**src/rtl/alu_pkg.sv**
```systemverilog
// Shared definitions for the ALU arbiter: datapath width, op codes and FSM states.
package alu_pkg;

  localparam int ALU_W = 16;

  localparam logic [1:0] OP_ADD = 2'b00;
  localparam logic [1:0] OP_SUB = 2'b01;
  localparam logic [1:0] OP_AND = 2'b10;
  localparam logic [1:0] OP_OR  = 2'b11;

  typedef enum logic [1:0] {
    ST_IDLE = 2'b00,
    ST_EXEC = 2'b01,
    ST_RESP = 2'b10
  } arb_state_t;

  function automatic logic is_zero(input logic [ALU_W-1:0] v);
    return (v == {ALU_W{1'b0}});
  endfunction

endpackage

```
**src/rtl/alu_arbiter_rr_pick.sv**
```systemverilog
// Combinational round-robin picker: first set request at or above ptr, wrapping modulo NREQ.
module rr_pick #(
  parameter int NREQ = 4,
  parameter int IDW  = $clog2(NREQ)
) (
  input  logic [NREQ-1:0] req,
  input  logic [IDW-1:0]  ptr,
  output logic            gnt_valid,
  output logic [IDW-1:0]  gnt_id
);

  logic [IDW-1:0] idx_s;

  // Scan offsets from highest to lowest so the smallest offset from ptr wins.
  always_comb begin
    gnt_valid = 1'b0;
    gnt_id    = {IDW{1'b0}};
    idx_s     = {IDW{1'b0}};
    for (int i = NREQ - 1; i >= 0; i--) begin
      idx_s     = IDW'((int'(ptr) + i) % NREQ);
      gnt_id    = req[idx_s] ? idx_s : gnt_id;
      gnt_valid = gnt_valid | req[idx_s];
    end
  end

endmodule

```
**src/rtl/alu_arbiter.sv**
```systemverilog
// Round-robin arbiter sharing one 16-bit ALU between NREQ requesters.
// Optional result-is-zero flag on the response channel: define ALU_ARB_ZFLAG_EN.
module alu_arbiter
  import alu_pkg::*;
#(
  parameter int NREQ = 4,
  parameter int IDW  = $clog2(NREQ)
) (
  input  logic                  clk,
  input  logic                  reset,
  input  logic [NREQ-1:0]       req_valid,
  input  logic [2*NREQ-1:0]     req_op,
  input  logic [ALU_W*NREQ-1:0] req_a,
  input  logic [ALU_W*NREQ-1:0] req_b,
  output logic [NREQ-1:0]       req_ready,
  output logic [1:0]            alu_op,
  output logic [ALU_W-1:0]      alu_i0,
  output logic [ALU_W-1:0]      alu_i1,
  input  logic [ALU_W-1:0]      alu_o,
  input  logic                  alu_cout,
  output logic                  resp_valid,
  output logic [IDW-1:0]        resp_id,
  output logic [ALU_W-1:0]      resp_o,
  output logic                  resp_cout,
  input  logic                  resp_ready
`ifdef ALU_ARB_ZFLAG_EN
  ,
  output logic                  resp_zero
`endif
);

  arb_state_t       state_r;
  logic [IDW-1:0]   ptr_r;
  logic [IDW-1:0]   id_r;
  logic [1:0]       op_r;
  logic [ALU_W-1:0] a_r;
  logic [ALU_W-1:0] b_r;
  logic             valid_r;
  logic [ALU_W-1:0] res_r;
  logic             cout_r;
`ifdef ALU_ARB_ZFLAG_EN
  logic             zero_r;
`endif

  logic             gnt_valid_s;
  logic [IDW-1:0]   gnt_id_s;
  logic             grant_s;
  logic [IDW-1:0]   next_ptr_s;
  logic [1:0]       sel_op_s;
  logic [ALU_W-1:0] sel_a_s;
  logic [ALU_W-1:0] sel_b_s;

  rr_pick #(.NREQ(NREQ), .IDW(IDW)) u_pick (
    .req       (req_valid),
    .ptr       (ptr_r),
    .gnt_valid (gnt_valid_s),
    .gnt_id    (gnt_id_s)
  );

  assign grant_s    = (state_r == ST_IDLE) && gnt_valid_s;
  assign next_ptr_s = (gnt_id_s == IDW'(NREQ - 1)) ? {IDW{1'b0}} : gnt_id_s + IDW'(1);

  // Operand/op mux for the requester currently being picked.
  always_comb begin
    sel_op_s = 2'b00;
    sel_a_s  = {ALU_W{1'b0}};
    sel_b_s  = {ALU_W{1'b0}};
    for (int k = 0; k < NREQ; k++) begin
      sel_op_s = (gnt_id_s == IDW'(k)) ? req_op[2*k +: 2]         : sel_op_s;
      sel_a_s  = (gnt_id_s == IDW'(k)) ? req_a[ALU_W*k +: ALU_W] : sel_a_s;
      sel_b_s  = (gnt_id_s == IDW'(k)) ? req_b[ALU_W*k +: ALU_W] : sel_b_s;
    end
  end

  // Accept pulse is combinational so the requester sees it in the grant cycle itself.
  always_comb begin
    req_ready = {NREQ{1'b0}};
    if (grant_s) begin
      req_ready[gnt_id_s] = 1'b1;
    end else begin
      req_ready = {NREQ{1'b0}};
    end
  end

  // FSM, operand latch and result capture.
  always_ff @(posedge clk) begin
    if (reset) begin
      state_r <= ST_IDLE;
      ptr_r   <= {IDW{1'b0}};
      id_r    <= {IDW{1'b0}};
      op_r    <= 2'b00;
      a_r     <= {ALU_W{1'b0}};
      b_r     <= {ALU_W{1'b0}};
      valid_r <= 1'b0;
      res_r   <= {ALU_W{1'b0}};
      cout_r  <= 1'b0;
`ifdef ALU_ARB_ZFLAG_EN
      zero_r  <= 1'b0;
`endif
    end else begin
      case (state_r)
        ST_IDLE: begin
          if (gnt_valid_s) begin
            op_r    <= sel_op_s;
            a_r     <= sel_a_s;
            b_r     <= sel_b_s;
            id_r    <= gnt_id_s;
            ptr_r   <= next_ptr_s;
            state_r <= ST_EXEC;
          end
        end
        ST_EXEC: begin
          res_r   <= alu_o;
          cout_r  <= alu_cout;
`ifdef ALU_ARB_ZFLAG_EN
          zero_r  <= is_zero(alu_o);
`endif
          valid_r <= 1'b1;
          state_r <= ST_RESP;
        end
        ST_RESP: begin
          if (resp_ready) begin
            valid_r <= 1'b0;
            state_r <= ST_IDLE;
          end
        end
        default: begin
          valid_r <= 1'b0;
          state_r <= ST_IDLE;
        end
      endcase
    end
  end

  assign alu_op     = op_r;
  assign alu_i0     = a_r;
  assign alu_i1     = b_r;
  assign resp_valid = valid_r;
  assign resp_id    = id_r;
  assign resp_o     = res_r;
  assign resp_cout  = cout_r;
`ifdef ALU_ARB_ZFLAG_EN
  assign resp_zero  = zero_r;
`endif

endmodule
```
**config.mk**
```make
export PLATFORM = sky130hd
export DESIGN_NAME = alu_arbiter
export DESIGN_NICKNAME = d
export VERILOG_FILES = /design/src/rtl/alu_pkg.sv /design/src/rtl/alu_arbiter_rr_pick.sv /design/src/rtl/alu_arbiter.sv
export SDC_FILE = /design/constraint.sdc
export NUM_CORES = 1
export LEC_CHECK = 0
export CORE_ASPECT_RATIO = 1.25
export CORE_UTILIZATION = 38
export DETAILED_ROUTE_END_ITERATION = 16
export HOLD_SLACK_MARGIN = 0.12
export PLACE_DENSITY = 0.89
export SLEW_MARGIN = 20
export SYNTH_ARGS = -nofsm -noshare
export SYNTH_HDL_FRONTEND = slang
export SYNTH_SLANG_ARGS = --single-unit
```
**constraint.sdc**
```tcl
create_clock -name clk -period 2.76 [get_ports clk]
set_input_delay 0.552 -clock clk [delete_from_list [all_inputs] [get_ports clk]]
set_output_delay 0.552 -clock clk [all_outputs]
set_load 0.005 [all_outputs]
```
==> out/metrics.yaml, run 1 <==
run_status:
  status: "complete, no violations"
detailed_routing:
  vias: 4313
  ant_nets: 0
  drt-total-wl_mm: 13.1
  drtIter0Drc: 143
  via_per_inst: 5.54
  drc_errors: 0
  wl_per_cell_um: 16.9
  dr.pass1.iters: 4
floorplan:
  die_h_um: 111
  dieWidth_um: 88.9
  fp.dieArea_um2: 9840
  core_area_um2: 9170
  rows: 39
  initial_core_util_pct: 39.1
  pin_count: 218
final_layout:
  final_nets: 814
  register_area_um2: 1160
  multi_input_area_um2: 2080
  nFillCells: 747
  num_antenna_cells: 0
  final_common_cell: "clkdlybuf4s50_1"
  final_cell_mix: "clkdlybuf4s50_1 (208), nand2_1 (70), a21oi_1 (57), dfxtp_1 (57), inv_1 (39)"
  drive_gt1_share_pct: 15.4
  post-route-cell-area_um2: 6230
  synthToLayoutAreaGrowth_pct: 73.6
clocking:
  htreeDepth: 3
  numCtsBuffers: 9
  clk_path_buf_depth: 2
  cts_tree: "yes"
  path_clk_slew_ns: 0.05
  clock-root-buffer: "clkbuf_16"
  clock_latency_ns: 0.33
  clock_sinks: 58
timing:
  finalHoldViolations: 0
  finalSetupViolCount: 0
  slew_headroom_pct: 29.9
  rsz0062_at_grt: "false"
  holdWs_ns: 0.460
  finalMaxSlewViolations: 0
  clock.fmax_ghz: 0.372
  layout_min_cycle_time_ns: 2.68
  finalClockSkew_ns: 0.00521
  final.period_utilization_pct: 97.3
  tightest_slew_ns: 1.05
global_routing:
  grt_pass1_wl_mm: 20.2
  antenna_found_initial: 0
  grt_start_max_net_pins: 47
  grt_overflow_total: 0
  grt_pass1_vias: 4468
  track_usage_pct: 26.5
logic_synthesis:
  synth_nets: 607
  ys_seq_area_share_pct: 32.3
  synth_area_per_cell_um2: 8.10
  synthesis.area_um2: 3590
  synth_cells: 443
  synth_cell_types: 33
  ys_warn_count: 0
  ys_ff_latch: 58
setup_path:
  critPathRequiredTime_ns: 2.98
  cp.arrival_ns: 2.91
  worstSetupPathType: "in2reg"
  critical_path.endpoint_type: "flop"
  cp_max_fo: 8
  crit_path_start_kind: "input port"
run:
  drv_cap: 0
hold_path:
  hold_path.class: "reg2reg"
placed_design:
  place_congestion: 0.822
  place_area_um2: 5910
  io_buffers: 217
  dp_hpwl_mm: 9.75
pwr:
  p_per_area_nw_per_um2: 599
  ir_drop_uv: 254
  p_leak_nw: 2.34
[routing by layer]
metal | track usage [%] | routed length (µm) | vias to the layer above
li1 | - | - | 2032
met1 | 25.7 | 4830 | 2027
met2 | 48.6 | 6770 | 208
met3 | 7.30 | 1050 | 46
met4 | 15.1 | 466 | 0
met5 | 0 | 0 | -
[cell families after synthesis]
logic type / synth area share (%)
multiplexers: 0.279
AND/OR/NAND/NOR: 17.8
buffers and inverters: 11.0
adder cells (fa/ha/maj): 1.39
AO/OA/AOI/OAI: 37.2
flip-flops: 32.3
[stage by stage]
| stage | util, % | instances | setup WS [ns] | power (mW) | setup TNS (ns) |
|---|---|---|---|---|---|
| after floorplan | - | 443 | 0.160 | 1.88 | 0 |
| after global placement | 64.5 | 761 | -0.471 | 2.56 | -13.14 |
| after detailed placement | 64.5 | 761 | -0.514 | 2.61 | -15.61 |
| after CTS | 68.0 | 778 | 0.0527 | 3.75 | 0 |
| after global routing | 67.9 | 778 | 0.00814 | 3.92 | 0 |
| final | 67.9 | 778 | 0.0752 | 3.74 | 0 |
[registers in the layout (all words and copies together), names as in the netlist]
signal,cells
alu_i0,16
alu_i1,16
alu_op,2
ptr_r,2
resp_cout,1
resp_id,2
resp_o,16
resp_valid,1
state_r,2
[final cells by class]
| cell class | instances | share of cell area, % |
|---|---|---|
| Clock buffer | 11 | 4.06 |
| Clock inverter | 5 | 0.843 |
| Inverter | 39 | 2.35 |
| Multi-Input combinational cell | 297 | 33.4 |
| Sequential cell | 58 | 18.7 |
| Tap cell | 123 | 2.47 |
| Timing Repair Buffer | 245 | 38.3 |
[Yosys cell counts]
cell type / number / share of area [%]
o221a_2: 1 / 0.31
a221o_1: 34 / 9.5
nand3_1: 2 / 0.28
a311oi_2: 9 / 3.8
nor2b_1: 2 / 0.35
mux2i_1: 1 / 0.28
clkbuf_1: 20 / 2.1
or2_1: 2 / 0.35
nand3b_1: 34 / 7.1
and3_1: 4 / 0.70
nor2_1: 5 / 0.52
buf_2: 22 / 3.1
or4_1: 1 / 0.21
or3b_1: 1 / 0.24
o21ai_0: 2 / 0.28
ha_1: 4 / 1.4
dfxtp_1: 58 / 32
a21boi_0: 1 / 0.21
a211oi_1: 1 / 0.21
a311oi_1: 26 / 6.3
buf_4: 2 / 0.42
nor4_1: 1 / 0.17
o32ai_1: 2 / 0.49
buf_6: 4 / 1.3
nand4_1: 1 / 0.17
o22ai_1: 1 / 0.17
buf_1: 1 / 0.10
nand2_1: 70 / 7.3
nand2b_1: 2 / 0.35
o211a_1: 1 / 0.28
a21oi_2: 31 / 7.6
inv_1: 39 / 4.1
a21oi_1: 58 / 8.1
[where the power goes]
| part | internal [mW] | leakage [nW] | total (mW) | switching, mW |
|---|---|---|---|---|
| registers | 0.973 | 0.480 | 1.07 | 0.0998 |
| logic | 0.863 | 1.71 | 1.54 | 0.680 |
| clock network | 0.741 | 0.151 | 1.12 | 0.379 |
[critical path: stages]
cell	delay, ns
dlygate4sd2_1	0.26
or3b_1	0.38
o221a_2	0.18
buf_4	0.15
ha_2	0.17
buf_4	0.13
buf_4	0.15
buf_4	0.16
nand3b_1	0.16
a221o_1	0.30
a311oi_1	0.30
[final timing paths]
path | from | to | slack [ns] | depth (start not counted)
worst min register to register | resp_o[12] | resp_o[12] | 0.46 | 2
worst min-delay path | resp_o[12] | resp_o[12] | 0.46 | 2
worst max-delay path | req_valid[1] | alu_i0[13] | 0.08 | 11
worst max register to register | ptr_r[1] | alu_i0[13] | 0.19 | 10
[what timing repair did]
action	4_1_cts	5_1_grt
setup endpoints to repair	38	2
hold buffers	0	0
gates cloned	0	0
pin swaps	2	1
resized for setup	19	3
buffers inserted	1	0
Note: power is estimated with default switching activity, not from simulation.
==> inputs of run 2 (changes only) <==
Settings changed: ABC_CLOCK_PERIOD_IN_PS set to 2760, CAP_MARGIN set to 20, CORE_MARGIN set to 1.5.
==> run 2 against run 1 <==
  * Routed wire length down 0.24%
  * Global-route usage shrank 0.86 points
  * Worst setup slack worse by 0.0043 ns
  * Non-clock buffer count decreased by 7
  * First-iteration DRC count is 11% higher
  * Critical path type is now in2out
  * Critical endpoint is now req_ready[2]
  * Largest cell class unchanged
==> out/metrics.yaml, run 2 (same netlist as run 1, synthesis figures left out) <==
global_routing:
  grt_pass1_vias: 4291  # -4.0%
  track_usage_pct: 25.7  # -0.86 points
  antenna_found_initial: 0  # unchanged
  grt_pass1_wl_mm: 20.7  # +2.2%
  grt_overflow_total: 0  # unchanged
  grt_start_max_net_pins: 47  # unchanged
detailed_routing:
  ant_nets: 0  # unchanged
  wl_per_cell_um: 17.0  # +0.66%
  dr.pass1.iters: 5  # +1
  via_per_inst: 5.52  # -0.40%
  drc_errors: 0  # unchanged
  vias: 4257  # -1.3%
  drtIter0Drc: 159  # +11%
  drt-total-wl_mm: 13.1  # -0.24%
pwr:
  finalPower_mw: 3.82  # +2.2%
  ir_drop_uv: 305  # +20%
  p_per_area_nw_per_um2: 612  # +2.1%
  netSwitchingFraction_pct: 30.0  # -1.0 points
  p_leak_nw: 2.33  # -0.54%
  p_int_mw: 2.67  # +3.8%
  clkPwrFrac_pct: 32.5  # +2.5 points
  power_frac_seq_pct: 28.1  # -0.6 points
  p_comb_share_pct: 39.4  # -1.9 points
  switching_power_mw: 1.15  # -1.1%
placed_design:
  place_area_um2: 5860  # -0.89%
  io_buffers: 217  # unchanged
  dp_hpwl_mm: 9.68  # -0.75%
  dp_slack_ns: -0.518  # -0.00433 ns
  place_congestion: 0.833  # +1.4%
  dp_cells: 754  # -0.92%
timing:
  finalSetupViolCount: 0  # unchanged
  clock.fmax_ghz: 0.372  # -0.16%
  setup_ws_ns: 0.0709  # -0.00434 ns
  tightest_slew_ns: 1.04  # -0.0115 ns
  layout_min_cycle_time_ns: 2.69  # +0.00434 ns
  finalHoldViolations: 0  # unchanged
  final.period_utilization_pct: 97.4  # +0.16 points
  finalMaxSlewViolations: 0  # unchanged
  finalClockSkew_ns: 0.00927  # +0.00406 ns
  rsz0062_at_grt: "false"
  slew_headroom_pct: 30.6  # +0.77 points
floorplan:
  die_h_um: 112  # +0.90%
  fp.dieArea_um2: 10000  # +2.0%
  core_area_um2: 9170  # unchanged
  rows: 39  # unchanged
  initial_core_util_pct: 39.1  # unchanged
  pin_count: 218  # unchanged
  dieWidth_um: 89.9  # +1.1%
setup_path:
  cp_max_fo: 4  # -4
  cp.arrival_ns: 2.14  # -0.77 ns
  critical_path.endpoint_type: "output pin"
  slowest_delay_ns: 0.33  # -0.05 ns
  worstSetupPathType: "in2out"
  crit_path_start_kind: "input port"
  worstPathCellList: "dlygate4sd2_1 > buf_4 > a311oi_4 > buf_4 > nor2_1 > ha_2 > and3_1 > dlygate4sd2_1"
  slowest_stage: "a311oi_4"
  critPathRequiredTime_ns: 2.21  # -0.77 ns
  crit_family: "buffers and inverters"
  cp_num_buf_inv: 4  # -1
final_layout:
  drive_gt1_share_pct: 13.9  # -1.5 points
  nFillCells: 727  # -2.7%
  final_common_cell: "clkdlybuf4s50_1"
  final_cell_mix: "clkdlybuf4s50_1 (208), nand2_1 (70), dfxtp_1 (58)"
  final_nets: 807  # -0.86%
  post-route-cell-area_um2: 6240  # +0.16%
  fin_cells: 771  # -0.90%
  num_antenna_cells: 0  # unchanged
  synthToLayoutAreaGrowth_pct: 73.9
clocking:
  htreeDepth: 3  # unchanged
  ctsHoldBuffers: 0  # unchanged
  numCtsBuffers: 9  # unchanged
  clock-root-buffer: "clkbuf_16"
  cts_tree: "yes"
  clock_sinks: 58  # unchanged
  path_clk_slew_ns: 0.05  # about the same
  clock_latency_ns: 0.33  # about the same
  clk_path_buf_depth: 2  # unchanged
run:
  drv_cap: 0  # unchanged
hold_path:
  hold_path.class: "reg2reg"
run_status:
  status: "complete, no violations"
[run 2: changes by cell type in the layout (fill, tap and decap cells not counted), sizes merged]
cell         change
bufinv           +1
clkinv           -2
buf              -8
dlygate4sd2      +2
[run 2: path summary, 6_finish.rpt]
| path | startpoint | to | slack (ns) | cells after the start |
|---|---|---|---|---|
| setup reg to reg | ptr_r[1] | alu_i1[7] | 0.28 | 9 |
| hold / removal | resp_o[7] | resp_o[7] | 0.46 | 2 |
| hold reg to reg | resp_o[7] | resp_o[7] | 0.46 | 2 |
| setup / recovery | req_valid[2] | req_ready[2] | 0.07 | 8 |
[run 2: power groups by stage]
stage	clock network, mW	registers [mW]	logic, mW
floorplan	0	1.08	0.800
global placement	0	1.08	1.45
detailed placement	0	1.09	1.49
CTS	1.26	1.07	1.50
global route	1.29	1.09	1.62
finish	1.24	1.07	1.51
[run 2: final cells by class]
cell class	count	area, µm²	area share (%)
timing repair buffer	238	2340	37.5
sequential	58	1160	18.6
multi-input combinational	297	2100	33.6
tap	123	154	2.47
clock buffer	12	267	4.27
inverter	39	146	2.35
clock inverter	4	72.6	1.16
[run 2: per-layer routing]
metal | routed length [µm] | vias to the layer above | global-route usage [%] | part of all wire [%]
met5 | 0 | - | 0 | 0
met4 | 496 | 0 | 12.3 | 3.8
met3 | 1060 | 32 | 6.90 | 8.1
met2 | 6840 | 218 | 49.0 | 52
met1 | 4690 | 1989 | 25.5 | 36
li1 | - | 2018 | - | -
[run 2: metrics by stage]
step | hold WS [ns] | util, % | setup TNS (ns)
2_1_floorplan | 0.453 | - | 0
3_3_place_gp | 0.443 | 63.9 | -12.41
3_5_place_dp | 0.449 | 63.9 | -16.07
4_1_cts | 0.456 | 68.0 | 0
5_1_grt | 0.473 | 68.0 | 0
6_report | 0.457 | 68.0 | 0
[run 2: timing repair]
item / 4_1_cts / 5_1_grt
buffers inserted: 1 / 0
gates cloned: 0 / 0
setup endpoints to repair: 38 / 4
gates resized for setup: 16 / 2
pin swaps: 2 / 0
[run 2: tightest hold or removal path, delay by kind of cell (launching register included)]
| kind | cells | cell delay (ns) |
|---|---|---|
| flip-flops | 1 | 0.30 |
| AND/OR/NAND/NOR | 1 | 0.05 |
| AO/OA/AOI/OAI | 1 | 0.06 |
==> edit: new RTL, settings of run 1 <==
Encoding of `arb_state_t`: now one-hot (3 bits for 3 states).
--- a/src/rtl/alu_pkg.sv
+++ b/src/rtl/alu_pkg.sv
@@ -8,10 +8,10 @@
   localparam logic [1:0] OP_AND = 2'b10;
   localparam logic [1:0] OP_OR  = 2'b11;
 
-  typedef enum logic [1:0] {
-    ST_IDLE = 2'b00,
-    ST_EXEC = 2'b01,
-    ST_RESP = 2'b10
+  typedef enum logic [2:0] {
+    ST_IDLE = 3'b001,
+    ST_EXEC = 3'b010,
+    ST_RESP = 3'b100
   } arb_state_t;
 
   function automatic logic is_zero(input logic [ALU_W-1:0] v);
Check against the original RTL: same outputs for any inputs over 4 cycles, from zero or initial values and one cycle with reset high; so few cycles prove little.
==> edit against run 1 <==
  * Register-to-register slack better by 0.13 ns
  * Synthesized area is 3.0% lower
  * Sequential cell count increased by 1
  * Wire length is 3.2% lower
  * Power decreased by 2.8%
  * Via count shrank 0.42%
  * Critical path type is now register to output port
  * Largest cell class unchanged
  * Setup slack better by 0.21 ns
  * Cell area decreased by 2.5%
  * Die area fell by 2.9%
==> edit: results (changes against run 1) <==
outcome finished, final reports clean; Sw Ratio 0.327 (+0.0173); sequential portion of the cell area 0.195 (+0.00859); CP max FO 6 (-2); total global-route track usage 0.259 (-0.00623); global-route wire length before repair 19.2 mm (-5.2%); fillers 678 (-9.2%); clock-pin slew of the registers on the worst-case setup and hold paths 0.07 ns (+0.02 ns); H-tree levels 3 (unchanged); comb_multi_in 302 (+1.7%); initial antenna violation count 0 (unchanged); ANT cells 0 (unchanged); mux cell area share after synthesis 0.00287 (+0.0000851); post-synthesis compound-gate area fraction 0.332 (-0.0404); P_int 2.44 mW (-5.2%); sequential area share after synthesis 0.339 (+0.0156); gp weighted congestion 0.825 (+0.32%); slew of the pin with the lowest slew margin 1.04 ns (-0.0121 ns); Plain + repair buffers 244 (-0.41%); fraction of layout cells with a size suffix above 1 0.105 (-0.0497); WL/cell 16.3 um (-3.4%); clk_skew 0.00706 ns (+0.00186 ns); Detail Route met3 WL 1.03 mm (-2.0%); fin util 0.690 (+0.0111); routed vias/inst 5.51 (-0.67%); Final clock-cell share 0.0358 (-0.0131); initial DRC count 156 (+9.1%); largest net degree at the start of global routing 39 (-17%); M3 GR Usage 0.0863 (+0.0133); Post-Place Setup Slack -0.422 ns (+0.0921 ns); DRT met1 WL 4.52 mm (-6.4%); Data buffer area share 0.389 (+0.00651); leakage 2.33 nW (-0.77%); Layout clock buffers 10 (-1); Nets 819 (+0.61%); placed insts 758 (-0.39%); routed wl met2 6.69 mm (-1.2%); register share of total power 0.302 (+0.015); combinational power share 0.461 (+0.048); DPL Wire Length 9.38 mm (-3.8%); placed cell area 0.00574 mm^2 (-3.0%); met2 Track Usage GR 0.482 (-0.00457); multi-input gate share of total cell area 0.331 (-0.00260); clk sinks 59 (+1.7%); vias in the first global route 4165 (-6.8%); Synth Instances 448 (+1.1%); most frequent cells after synthesis 87 x a21oi_1, 72 x nand2_1, 59 x dfxtp_1, 39 x inv_1, 35 x nand3b_1; DR vias 4295 (-0.42%); Synth Area in XOR/XNOR 0 (unchanged); Mapped Nets 612 (+0.82%); Mapped Avg Cell Area 7.78 um^2 (-4.0%); Max VDD drop 0.299 mV (+18%); Distinct cells, synth 35 (+6.1%); largest cells by area after synthesis dfxtp_1 34%, a21oi_1 13%, a221o_1 9.8%, a311oi_1 8.5%, nand2_1 7.8%; Global Route met1 Usage 0.252 (-0.00467); Adder-Cell Fraction of Synth Area 0.0144 (+0.000426); iteration count of the initial detailed-routing pass 5 (+1); Root Buffer clkbuf_8
edit: cell count changes after synthesis, moves of 8 or more:
cell,change
a21oi_2,-31
a311oi_2,-9
a311oi_1,+8
a21oi_1,+29
edit: timing repair:
item,4_1_cts,5_1_grt
endpoints found under the setup margin,33,4
cloned,0,0
gates resized for setup,29,7
pin swaps,5,8
buffers inserted,4,2
edit: worst max-delay path, cell delays in order (launching register included):
cell and delay (ns):
dfxtp_4 0.40, mux2i_2 0.26, o22ai_2 0.14, or2_4 0.29
ha_2 0.20, and3_1 0.15, dlymetal6s2s_1 0.15
edit: worst paths after layout:
| check | from | to | slack [ns] | cells past startpoint |
|---|---|---|---|---|
| hold / removal | resp_o[15] | resp_o[15] | 0.46 | 2 |
| hold reg to reg | resp_o[15] | resp_o[15] | 0.46 | 2 |
| setup / recovery | ptr_r[1] | req_ready[2] | 0.29 | 6 |
| setup reg to reg | ptr_r[1] | alu_i1[8] | 0.32 | 9 |
